<file path="src/rtl/maxpool2x2_pkg.sv">
// Shared definitions for the relu and pooling stages: default sample width
// and a width-agnostic signed maximum.
package maxpool2x2_pkg;

  localparam int NUM_WIDTH_DEF = 16;
  // Operands are sign-extended to this width so one function serves any sample width.
  localparam int SMAX_W        = 64;

  function automatic logic signed [SMAX_W-1:0] smax(input logic signed [SMAX_W-1:0] a,
                                                     input logic signed [SMAX_W-1:0] b);
    return (a > b) ? a : b;
  endfunction

endpackage

</file>
<file path="src/rtl/pool_line_buf.sv">
// Half-row line buffer holding the horizontal maxima of the even row.
// One synchronous write port, one asynchronous read port, no reset.
module pool_line_buf #(
  parameter int NUM_WIDTH = 16,
  parameter int DEPTH     = 4,
  parameter int AW        = 2
) (
  input  logic                 clk,
  input  logic                 we,
  input  logic [AW-1:0]        waddr,
  input  logic [NUM_WIDTH-1:0] wdata,
  input  logic [AW-1:0]        raddr,
  output logic [NUM_WIDTH-1:0] rdata
);

  logic [NUM_WIDTH-1:0] mem [DEPTH];

  always_ff @(posedge clk)
    if (we) mem[waddr] <= wdata;

  assign rdata = mem[raddr];

endmodule

</file>
<file path="src/rtl/maxpool2x2.sv">
// 2x2 stride-2 signed max-pool over a raster-ordered stream, with a bypass
// mode that forwards every sample. One output register, latency 1.
module maxpool2x2
  import maxpool2x2_pkg::*;
#(
  parameter int NUM_WIDTH = NUM_WIDTH_DEF,
  parameter int ROW_LEN   = 8
) (
  input  logic                 clk,
  input  logic                 rst_n,
  input  logic                 bypass,
  input  logic                 up_valid,
  output logic                 up_ready,
  input  logic [NUM_WIDTH-1:0] up_data,
  output logic                 dn_valid,
  input  logic                 dn_ready,
  output logic [NUM_WIDTH-1:0] dn_data,
  output logic                 row_done
);

  localparam int HALF = ROW_LEN / 2;
  localparam int CW   = (ROW_LEN > 1) ? $clog2(ROW_LEN) : 1;
  localparam int AW   = (HALF > 1) ? $clog2(HALF) : 1;

  function automatic logic [NUM_WIDTH-1:0] max2(input logic [NUM_WIDTH-1:0] a,
                                                input logic [NUM_WIDTH-1:0] b);
    return NUM_WIDTH'(smax(SMAX_W'(signed'(a)), SMAX_W'(signed'(b))));
  endfunction

  logic [CW-1:0]        col;
  logic                 row_odd;
  logic [NUM_WIDTH-1:0] pair;
  logic [NUM_WIDTH-1:0] lb_rdata;
  logic [AW-1:0]        lb_addr;
  logic                 accept, last_col, col_odd, lb_we, res_new;
  logic [NUM_WIDTH-1:0] pair_max;

  assign up_ready = !dn_valid || dn_ready;
  assign accept   = up_valid && up_ready;
  assign last_col = (col == CW'(ROW_LEN - 1));
  assign col_odd  = col[0];
  assign lb_addr  = AW'(col >> 1);
  assign pair_max = max2(pair, up_data);
  assign lb_we    = accept && !bypass && !row_odd && col_odd;
  assign res_new  = accept && (bypass || (row_odd && col_odd));

  pool_line_buf #(
    .NUM_WIDTH (NUM_WIDTH),
    .DEPTH     (HALF),
    .AW        (AW)
  ) u_line_buf (
    .clk   (clk),
    .we    (lb_we),
    .waddr (lb_addr),
    .wdata (pair_max),
    .raddr (lb_addr),
    .rdata (lb_rdata)
  );

  always_ff @(posedge clk or negedge rst_n) begin
    if (!rst_n) begin
      col      <= '0;
      row_odd  <= 1'b0;
      pair     <= '0;
      dn_valid <= 1'b0;
      dn_data  <= '0;
      row_done <= 1'b0;
    end else begin
      row_done <= accept && last_col;
      if (accept) begin
        col <= last_col ? '0 : col + CW'(1);
        if (last_col) row_odd <= ~row_odd;
      end
      // Even column: start a pair; on odd rows fold in the stored vertical partner.
      if (accept && !bypass && !col_odd)
        pair <= row_odd ? max2(lb_rdata, up_data) : up_data;
      if (res_new) begin
        dn_valid <= 1'b1;
        dn_data  <= bypass ? up_data : pair_max;
      end else if (dn_ready) begin
        dn_valid <= 1'b0;
      end
    end
  end

endmodule

</file>
<file path="config.mk">
export PLATFORM = sky130hd
export DESIGN_NAME = maxpool2x2
export DESIGN_NICKNAME = d
export VERILOG_FILES = /design/src/rtl/maxpool2x2_pkg.sv /design/src/rtl/pool_line_buf.sv /design/src/rtl/maxpool2x2.sv
export SDC_FILE = /design/constraint.sdc
export NUM_CORES = 1
export LEC_CHECK = 0
export CORE_UTILIZATION = 30
export CTS_BUF_LIST = sky130_fd_sc_hd__clkbuf_8
export DETAILED_ROUTE_END_ITERATION = 10
export DONT_BUFFER_PORTS = 1
export SETUP_SLACK_MARGIN = 0.02
export SLEW_MARGIN = 25
export SYNTH_ARGS = -nofsm -noshare
export SYNTH_HDL_FRONTEND = slang
export SYNTH_SLANG_ARGS = --single-unit
</file>
<file path="constraint.sdc">
create_clock -name clk -period 4.6 [get_ports clk]
set_clock_uncertainty 0.2 [all_clocks]
set_input_delay 1.15 -clock clk [delete_from_list [all_inputs] [get_ports clk]]
set_output_delay 1.15 -clock clk [all_outputs]
set_load 0.01 [all_outputs]
</file>
# Yosys cells after proc, flatten, opt, wreduce, memory -nomap -nowiden
# Memories as Yosys holds them, arrays and structs flattened.
# Cells that the tools add are included.
word_totals:
  output_inout_bits: 19
  input_bits: 21
  mem_count: 1
  elab_cells: 37
  ram_bits: 64
  reg_bits: 38
classes:
  mux: 9
  reduce_logical: 16
  eq_ne: 1
  n_addsub: 1
  magnitude_cmp: 2
  n_bitwise: 1
memory_table:
  columns: ["memory", "words", "width", "read_ports", "rd_clocked_by_memory_dff", "wr", "line", "rtl"]
  rows:
  - ["u_line_buf.mem", 4, 16, 1, 0, 1, "pool_line_buf.sv:16", "logic [NUM_WIDTH-1:0] mem [DEPTH];"]
op_table:
  columns: ["op", "count"]
  rows:
  - ["16-bit two-way mux", 4]
  - ["16-bit greater-than comparator", 2]
  - ["1-bit logical AND", 8]
  - ["1-bit zero test", 4]
  - ["1-bit two-way mux", 4]
  - ["3-bit by 1-bit adder with 3-bit output (second input constant)", 1]
  - ["3-bit == test (second input constant)", 1]
  - ["3-bit two-way mux", 1]
  - ["1-bit logical OR", 2]
  - ["2-bit AND reduction", 1]
  - ["2-bit nonzero test", 1]
  - ["1-bit inverter", 1]

# Longest topological paths before layout
# Gate-level depths: netlist of the first run.
depth:
  ltp_word: 8
  depth_mapped: 13

# Cells and area by module
# From an unflattened synthesis of the first run, not the netlist that was laid out.
hier_totals:
  hier_cells: 414
  hier_area_um2: 5283.8
by_module_without_submodules:
  columns: ["module", "area_each_um2", "n_inst", "seq_area_each_um2", "cells_each"]
  rows:
  - ["maxpool2x2", 2906.5, 1, 950.9, 326]
  - ["pool_line_buf", 2377.3, 1, 1921.8, 88]

# Least setup slack after synthesis of the first run
# No wires, ideal clock.
synth_path:
  path_kind: "input to register"
  start: "in up_data[15]"
  end: "mem u_line_buf.mem[0][10], data pin"
  n_path_buf: 1
  arrival_time_ns: 3.389
  path_slack_ns: 0.747
  t_required_ns: 4.136
  stages: 9
  cell_sequence: "inv_1 ha_1 nand4_2 or4_1 a21o_1 and3b_4 nor3_4 buf_8 mux2_4"
synth_between:
  elab_chain_len: 2
synth_rtl:
  columns: ["item", "line", "rtl"]
  rows:
  - ["start: declaration", "maxpool2x2.sv:14", "input logic [NUM_WIDTH-1:0] up_data,"]
  - ["16-bit greater-than comparator", "maxpool2x2_pkg.sv:11", "return (a > b) ? a : b;"]
  - ["16-bit two-way mux", "maxpool2x2_pkg.sv:11", null]
  - ["named net pair_max[10]", "maxpool2x2.sv:36", "logic [NUM_WIDTH-1:0] pair_max;"]
  - ["end: declaration", "pool_line_buf.sv:16", null]
# The timed path passes the listed nets, and every way through them passes these cells.

# Worst setup path in the final report of the first run
layout_path:
  start: "reg col[1]"
  end: "reg pair[8]"
layout_between:
  elab_chain_len: 4
layout_rtl:
  columns: ["item", "line", "rtl"]
  rows:
  - ["start: declaration", "maxpool2x2.sv:30", "logic [CW-1:0] col;"]
  - ["start signal: assignment", "maxpool2x2.sv:71", "col <= last_col ? '0 : col + CW'(1);"]
  - ["memory read 4 x 16 bit (*)", null, null]
  - ["16-bit greater-than comparator", "maxpool2x2_pkg.sv:11", null]
  - ["16-bit two-way mux (*)", "maxpool2x2_pkg.sv:11", null]
  - ["16-bit two-way mux (*)", "maxpool2x2.sv:76", "pair <= row_odd ? max2(lb_rdata, up_data) : up_data;"]
  - ["end signal: assignment", "maxpool2x2.sv:76", null]
  - ["end: declaration", "maxpool2x2.sv:32", "logic [NUM_WIDTH-1:0] pair;"]
# Every way passes the cells marked *; elsewhere a longest branch is shown, timed or not.
# A chain may end at the register's enable or synchronous reset.

==> results of run 1 <==
-- layout make-up --
class / instances / area [µm²]
clock buffer: 10 / 138
tap: 220 / 275
inverter: 20 / 75.1
multi-input combinational: 244 / 2100
fill: 1631 / 11000
timing repair buffer: 14 / 105
clock inverter: 6 / 62.6
sequential: 102 / 2870
-- worst paths after layout --
path / start / to / slack [ns] / cells after the start
max: col[1] / pair[8] / 0.55 / 9
min: rst_n / dn_data[6] / 0.26 / 0
max reg2reg: col[1] / pair[8] / 0.55 / 9
min reg2reg: row_odd / row_odd / 0.37 / 1
max in group asynchronous: rst_n / dn_data[0] / 3.84 / 0
min in group clk: row_odd / row_odd / 0.37 / 1
-- cell usage in the layout (no fill, tap or decap), types with 4 or more instances in the layout --
master / instances
mux4_2: 16
clkbuf_8: 10
a21oi_1: 11
nand3_1: 19
nor2_1: 23
mux2_4: 10
buf_4: 14
nand4_1: 8
mux2_2: 6
edfxtp_1: 64
dfrtp_1: 38
a21o_1: 4
nor2b_1: 18
a31oi_1: 16
o21ai_0: 20
ha_1: 34
inv_1: 21
a221o_1: 16
nand2_1: 10
-- power by group through the flow --
stage	Clock [µW]	Combinational, µW	Sequential [µW]
2_1_floorplan	0	1030	1430
3_3_place_gp	0	1260	1520
3_5_place_dp	0	1310	1530
4_1_cts	577	1310	1510
5_1_grt	608	1440	1530
6_report	562	1310	1510
-- sequential cells by signal (all words and copies together), names as in the netlist --
name            count
pair               16
col                 3
row_odd             1
dn_valid            1
u_line_buf.mem     64
row_done            1
dn_data            16
-- layer usage --
| layer | vias to the layer above | GRT usage [%] | routed length [µm] |
|---|---|---|---|
| met3 | 19 | 1.80 | 671 |
| met1 | 1687 | 18.1 | 5090 |
| met2 | 101 | 24.3 | 5950 |
| met5 | - | 0 | 0 |
| li1 | 1499 | - | - |
| met4 | 0 | 5.81 | 237 |
-- critical path, cell delays in order, from the launching register on --
cell and delay [ns]:
dfrtp_1 0.75, mux4_2 0.63, ha_1 0.32, a21o_1 0.19, a2111oi_0 0.46, o31ai_1 0.15, o31a_1 0.27, nor2b_1 0.56
buf_4 0.30, a221o_1 0.16
-- cells in the mapped netlist (2+ instances only) --
library cell,count,share of area (%)
nor2b_1,18,2.2
and4_1,2,0.34
nand3_1,19,1.9
o21ai_0,20,2.0
a31oi_1,16,2.0
a21oi_1,11,1.1
mux2_4,10,2.9
edfxtp_1,64,38
o211ai_1,2,0.29
nand2_1,10,0.73
nor2_1,24,1.8
nand4_1,8,0.98
clkbuf_1,14,1.0
a21o_1,4,0.59
mux2_2,6,1.3
and2_1,2,0.24
a221o_1,16,3.1
mux4_2,16,7.1
nor3_1,5,0.49
inv_1,20,1.5
dfrtp_1,38,19
nor4_1,2,0.24
ha_1,34,8.3
-- stage by stage --
stage | util, % | area, µm² | hold slack (ns)
5_1_grt | 34.0 | 5630 | 0.243
6_report | 34.0 | 5630 | 0.259
3_3_place_gp | 32.8 | 5430 | 0.343
2_1_floorplan | - | 5110 | 0.284
3_5_place_dp | 32.8 | 5430 | 0.359
4_1_cts | 34.0 | 5630 | 0.251
-- logic make-up after synthesis --
| family | count (synthesis) |
|---|---|
| adders and majority gates | 34 |
| muxes | 32 |
| DFF | 102 |
| AOI/OAI and AO/OA | 78 |
| and+or+nand+nor | 99 |
| xor gates and xnor gates | 1 |
| buffers and inverters | 37 |
==> impl_metrics.csv, run 1 <==
group,metric,value,unit
run_status,status,"finished, final reports clean",
detailed_routing,first_pass_iters,7,
logic_synthesis,syn_avg_cell_area,13.3,µm²
logic_synthesis,syn_inst,383,
cts,ctsHoldBuffers,0,
logic_synthesis,muxShareOfSynthArea,11.3,%
sta,max-slew-margin-rel,48.3,%
die,num_rows,47,
power,swShare,35.6,%
power,p_comb_share,38.7,%
critical_path,cp.required,4.71,ns
sta,tns,0,ns
power,total_leakage_power,0.00216,µW
die,dieArea,17600,µm²
power,peakVddDrop,0.177,mV
logic_synthesis,syn_nets,438,
place,post-place-ws,0.412,ns
sta,hold_viol_final,0,
die,die_h,133,µm
global_route,track_usage,14.2,%
worst_hold_path,min_path_type,"in2async",
die,start_util,30.8,%
critical_path,critPathKind,"reg2reg",
critical_path,cp_data_arrival_time,4.16,ns
logic_synthesis,synth_compound_area_share,10.5,%
power,power.total,3380,µW
cts,root_buffer,"clkbuf_8",
logic_synthesis,synth_area,5110,µm²
logic_synthesis,synth_async_sr_flop_share,37.3,%
job,cap_violations,0,
sta,grt_setup_unrepaired,"no",
place,globalplace.congestion,0.870,
cts,clkSinkCount,102,
layout,fin_cells,616,
detailed_routing,wl_per_cell,19.4,µm
die,core,16600,µm²
cts,cts_made_buffers,9,
power,p_seq_share,44.6,%
global_route,grt_pass1_vias,3374,
critical_path,path_max_fanout,9,
sta,max_clock_freq,0.247,GHz
power,powerDensity,600,nW/µm²
critical_path,end_kind,"register",
layout,final_nets,446,
sta,report.final.slew_viol_count,0,
logic_synthesis,ys.warnings.count,0,
logic_synthesis,seq_area_frac_synth,56.2,%
detailed_routing,drtAntennaViolNets,0,
detailed_routing,vias,3306,
global_route,grt_overflow,0,
sta,min_period,4.05,ns
sta,tightestPinTransition,0.768,ns
cts,post-cts-setup-buffers,0,
logic_synthesis,synth_xor_area_share,0.171,%
power,clkPwrFrac,16.6,%
logic_synthesis,synth_edf_count,64,
detailed_routing,vias_per_cell,5.37,
cts,cts_tree,"built",
sta,finalSetupViolations,0,
cts,clk_pin_slew,0.10,ns
place,dp.cells,600,
logic_synthesis,synth_cell_type_count,45,
die,die_x,133,µm
detailed_routing,drc,0,
layout,antenna_cells,0,
detailed_routing,drt_wl_total,12.0,mm
cts,clockBufferDepth,2,
global_route,antenna_found_initial,0,
global_route,grt_max_degree,39,
place,numPortBuffers,0,
sta,min_period_over_period,88.1,%
cts,cts_resized,0,
logic_synthesis,synth_top_family_by_area,"multiplexers",
sta,worst_slack,0.547,ns
logic_synthesis,synth_top_flop_cell,"edfxtp_1",
layout,syn_to_final_growth,10.2,%
cts,insertion_delay,0.37,ns
global_route,grt_pass1_wl,18.9,mm
power,switchingPower,1200,µW
logic_synthesis,synthSimpleGateAreaFrac,10.5,%
power,p_int,2170,µW
detailed_routing,drt_iter0_drc,276,
logic_synthesis,synthAdderAreaFrac,8.32,%
die,io_pins,40,
critical_path,cp-start-kind,"register",
place,place_hpwl,8.66,mm
logic_synthesis,synth-seq-cells,102,
layout,drive_gt1_share,17.4,%
cts,htree_levels,3,
(Power assumes the default switching activity.)
==> run 2: changes to the inputs <==
- TNS_END_PERCENT: not set -> 30
==> results of run 2 <==
Same layout as run 1: the final DEF is identical, and so are final timing and power.
